## src/rtl/mem_port_arbiter.sv

```systemverilog
// mem_port_arbiter: shares one memory port between instruction fetch and load/store, one access in flight.
// Define MEM_ARB_ROUND_ROBIN_EN to alternate grants when both requesters are valid (default: DM over IF).
module mem_port_arbiter #(
  parameter int ADDR_W = 32,
  parameter int DATA_W = 32
) (
  input  logic              clk,
  input  logic              rst_n,
  input  logic              if_req_valid,
  input  logic [ADDR_W-1:0] if_req_addr,
  output logic              if_req_ready,
  output logic              if_resp_valid,
  output logic [DATA_W-1:0] if_resp_data,
  input  logic              dm_req_valid,
  input  logic              dm_req_write,
  input  logic [ADDR_W-1:0] dm_req_addr,
  input  logic [DATA_W-1:0] dm_req_wdata,
  output logic              dm_req_ready,
  output logic              dm_resp_valid,
  output logic [DATA_W-1:0] dm_resp_data,
  output logic              mem_req_valid,
  output logic              mem_req_write,
  output logic [ADDR_W-1:0] mem_req_addr,
  output logic [DATA_W-1:0] mem_req_wdata,
  input  logic              mem_req_ready,
  input  logic              mem_resp_valid,
  input  logic [DATA_W-1:0] mem_resp_data,
  output logic              owner,
  output logic              busy
);
  typedef enum logic [1:0] {IDLE, REQ, WAIT} state_t;
  state_t state, state_next;
  logic grant, grant_dm, resp_hit;
  always_comb begin
`ifdef MEM_ARB_ROUND_ROBIN_EN
    grant_dm = (dm_req_valid && if_req_valid) ? !owner : dm_req_valid;
`else
    grant_dm = dm_req_valid;
`endif
    grant = state == IDLE && (if_req_valid || dm_req_valid);
    resp_hit = state == WAIT && mem_resp_valid;
    state_next = grant ? REQ : (state == REQ && mem_req_ready) ? WAIT : resp_hit ? IDLE : state;
  end
  always_ff @(posedge clk or negedge rst_n)
    if (!rst_n) state <= IDLE;
    else state <= state_next;
  // ready is gated by rst_n so every output reads 0 while reset is held
  assign if_req_ready  = rst_n && grant && !grant_dm;
  assign dm_req_ready  = rst_n && grant && grant_dm;
  assign mem_req_valid = state == REQ;
  assign busy          = state != IDLE;
  always_ff @(posedge clk or negedge rst_n)
    if (!rst_n) begin
      owner         <= 1'b0;
      mem_req_write <= 1'b0;
      mem_req_addr  <= '0;
      mem_req_wdata <= '0;
      if_resp_valid <= 1'b0;
      dm_resp_valid <= 1'b0;
      if_resp_data  <= '0;
      dm_resp_data  <= '0;
    end else begin
      if (grant) begin
        owner         <= grant_dm;
        mem_req_write <= grant_dm && dm_req_write;
        mem_req_addr  <= grant_dm ? dm_req_addr : if_req_addr;
        mem_req_wdata <= grant_dm ? dm_req_wdata : '0;
      end
      if_resp_valid <= resp_hit && !owner;
      dm_resp_valid <= resp_hit && owner;
      if (resp_hit && !owner) if_resp_data <= mem_req_write ? '0 : mem_resp_data;
      if (resp_hit && owner) dm_resp_data <= mem_req_write ? '0 : mem_resp_data;
    end
endmodule

```

## config.mk

```make
export PLATFORM = sky130hd
export DESIGN_NAME = mem_port_arbiter
export DESIGN_NICKNAME = d
export VERILOG_FILES = /design/src/rtl/mem_port_arbiter.sv
export SDC_FILE = /design/constraint.sdc
export NUM_CORES = 1
export LEC_CHECK = 0
export CAP_MARGIN = 20
export CORE_MARGIN = 2
export CORE_UTILIZATION = 37
export CTS_CLUSTER_DIAMETER = 50
export DETAILED_ROUTE_END_ITERATION = 7
export GPL_TIMING_DRIVEN = 0
export PLACE_DENSITY = 0.76
export SLEW_MARGIN = 20
export SYNTH_ARGS = -nofsm -noshare
export SYNTH_HDL_FRONTEND = slang
export SYNTH_SLANG_ARGS = --single-unit
```

## constraint.sdc

```tcl
create_clock -name clk -period 1.2 [get_ports clk]
set_input_delay 0.36 -clock clk [delete_from_list [all_inputs] [get_ports clk]]
set_output_delay 0.36 -clock clk [all_outputs]
set_load 0.02 [all_outputs]
```

==> results by group <==
Outcome
  – Outcome: finished with violations
  – Failing checks: hold timing, setup timing

Placement
  – Dpl cell area: around 8600 µm²
  – RePlAce Congestion: 0.801
  – Detail Placement HPWL: 12600 µm
  – Buffers on Ports: between 200 and 300

STA
  – Final Hold Violating Endpoints: around 60
  – Final Slew Violations: 0
  – Clock Skew: between 10 and 15 ps
  – Final Cycle Share: 1.47
  – Hold slack: -105 ps
  – Slew headroom: 0.672
  – Setup ws final: -563 ps
  – Final Setup Violations: 269
  – FMAX: 0.567 GHz
  – Unrepaired setup endpoints after global routing: true
  – Period minus WS final: 1760 ps
  – Worst-margin pin slew: approximately 500 ps

Drt
  – Routed met1 length: 7130 µm
  – DR DRC count: 0
  – DRT iter0 DRCs: 324
  – Wire per inst: ~19 µm
  – Via density: between 5 and 6
  – WL met3: around 1500 µm
  – Highest routed metal layer: met4
  – WL met2: 10100 µm
  – Final WL: 19300 µm
  – DR pass1 iterations: 5
  – Via count of the routed design: a little over 5000
  – Routed Antenna Nets: 0

Yosys
  – EDFF count, synth: 0
  – Mapped cell area: ~5500 µm²
  – Most frequent cell after synthesis: dfrtp_1
  – Flops & latches, synth: between 100 and 150
  – Main area contributors after synthesis: dfrtp_1, mux2_2, o21ai_0
  – Gate Count Post-Synth: about 440
  – Synth Warn #: 0
  – Synth cell types: 22
  – Sequential element share of the synthesized area: 0.613
  – Post-synth top area cell: dfrtp_1
  – Synth top area share: 0.613
  – Ys flop type: dfrtp_1
  – Syn Nets: between 500 and 600
  – Async set-reset flop share out of synthesis: 1.00
  – Average size of a mapped cell: around 12 µm²
  – Most frequent cells after synthesis: dfrtp_1, nand2_1, o21ai_0

Worst setup path
  – CP max stage delay: between 400 and 500 ps
  – CP top delay family: simple AND/OR/NAND/NOR gates
  – CP Cell Sequence: nor2_4, nand2_2, nor3b_4, buf_6
  – Worst Path Buf+Inv: 1
  – Critical path endpoint category: output port
  – Worst reg-to-reg path cell count: 8
  – CP Data Required Time: roughly 840 ps
  – Crit Path Max Fanout: 4
  – CP startpoint kind: register
  – CP Depth: 4
  – CP max-delay cell: dfrtp_1
  – Critical path arrival: ~1400 ps
  – Setup CP Type: register to output port
  – Reg-to-reg slack, setup: -540 ps

Layout
  – Number of antenna diodes: 0
  – Fill count: around 940
  – Nets: slightly below 1000
  – Layout Area Growth over Synthesis: 92.3%
  – Layout cell share with drive strength beyond 1: 0.467
  – Post-route cell area: ~11000 µm²

Power
  – Internal: around 19 mW
  – Clock share of power: 0.171
  – Net switching power: around 11 mW
  – Combinational share of power: 0.543
  – Seq pwr share: 0.286
  – Switching share of power: 0.365
  – Max VDD drop: between 1.5 and 2 mV
  – Power density over the cells: 2840 nW/µm²
  – Leakage power total: 5.06 nW

Worst hold path
  – Hold/Removal Path Class: input pin to async pin

Global routing
  – Number of global-route vias before repair: 5240
  – Largest net degree at the start of global routing: 74
  – Antenna violations before repair: 0
  – Total grt overflow: 0
  – Total track usage: 0.231
  – First-pass GRT wire length: 28200 µm

Clock tree
  – CTS tree: done
  – H-tree Lvls: 4
  – Clk slew on worst S/H paths: approximately 60 ps
  – CTS Buf Count: 17
  – Clock tree buffer depth: 2
  – CTS sink count: around 130
  – Clock latency on the worst-skew pair: between 400 and 500 ps
  – Clock Tree Root: clkbuf_16

Floorplan
  – Row count: 44
  – Core area: roughly 14000 µm²
  – Die Footprint: 15800 µm²
  – Die W: ~130 µm
  – Vert. Die Dim: 126 µm
  – Initial core utilization: 0.378
  – Num ports: 271

Run
  – Max Cap Viol: 0
## metrics by stage
stage / std cells / TNS [ps] / worst slack [ps] / power (mW) / utilization
CTS: 984 / -54260 / -589 / 28.3 / 0.690
floorplan: 442 / -3750 / -128 / 14.1 / -
global route: 1029 / -78480 / -644 / 31.3 / 0.727
global placement: 895 / -799640 / -5790 / 20.1 / 0.589
detailed placement: 896 / -82590 / -1010 / 20.5 / 0.591
finish: 1029 / -65280 / -563 / 29.9 / 0.727
## cells in the final DEF, fill, tap and decap left out, drive strengths merged
master and instances:
buf 257, dfrtp 134, clkdlybuf4s50 132, o21ai 68
nand2 66, mux2 64, a22o 33, nand2b 32
clkbuf 30, inv 8, clkinvlp 4, clkinv 4
bufbuf 3, bufinv 2, nor2 1, nor3b 1
and3 1, nor2b 1, nand4bb 1, nand4b 1
and2 1, a21o 1
## final cells by class
type / instances / area, µm² / share of cell area
repair buffers: 372 / 3880 / 0.369
well taps: 184 / 230 / 0.0219
clock buffers: 19 / 433 / 0.0411
flip-flops and latches: 134 / 3360 / 0.319
clock inverters: 13 / 148 / 0.0140
inverters: 5 / 18.8 / 0.00178
plain buffers: 31 / 399 / 0.0379
multi-input cells: 271 / 2060 / 0.195
## state kept, by name, summed over array words and instances (netlist names)
signal         flops
dm_resp_data      32
if_resp_data      32
mem_req_addr      32
mem_req_wdata     32
state              2
dm_resp_valid      1
if_resp_valid      1
mem_req_write      1
owner              1
## layer usage
layer  vias to the layer above  global-route usage
li1                       2308                   -
met1                      2551               0.264
met2                       248               0.405
met3                        47              0.0706
met4                         0              0.0908
met5                         -                   0
## power by group through the flow
stage	logic [mW]	clock network, mW	registers, mW
2_1_floorplan	3.54	0	10.6
3_3_place_gp	12.0	0	8.06
3_5_place_dp	12.3	0	8.16
4_1_cts	14.7	5.16	8.49
5_1_grt	17.1	5.42	8.77
6_report	16.2	5.11	8.55
## worst paths after layout
| check | from | to |
|---|---|---|
| max in group asynchronous | rst_n | mem_req_write |
| hold reg to reg | dm_resp_data[17] | dm_resp_data[17] |
| min in group clk | dm_req_valid | mem_req_addr[2] |
| setup reg to reg | state[0] | mem_req_addr[30] |
| hold / removal | rst_n | dm_resp_data[2] |
| setup / recovery | state[0] | if_req_ready |
## cell families after synthesis
| family | share of synthesized area |
|---|---|
| AOI/OAI and AO/OA | 0.117 |
| muxes | 0.136 |
| DFF | 0.613 |
| buffers and inverters | 0.0418 |
| and+or+nand+nor | 0.0924 |
## repair_timing
item / 4_1_cts / 5_1_grt
setup endpoints to repair: 268 / 269
hold endpoints to repair: 61 / 61
gates resized for setup: 895 / 59
gates cloned: 5 / 6
setup buffers: 52 / 41
pin swaps: 10 / 2
(Power assumes the default switching activity.)
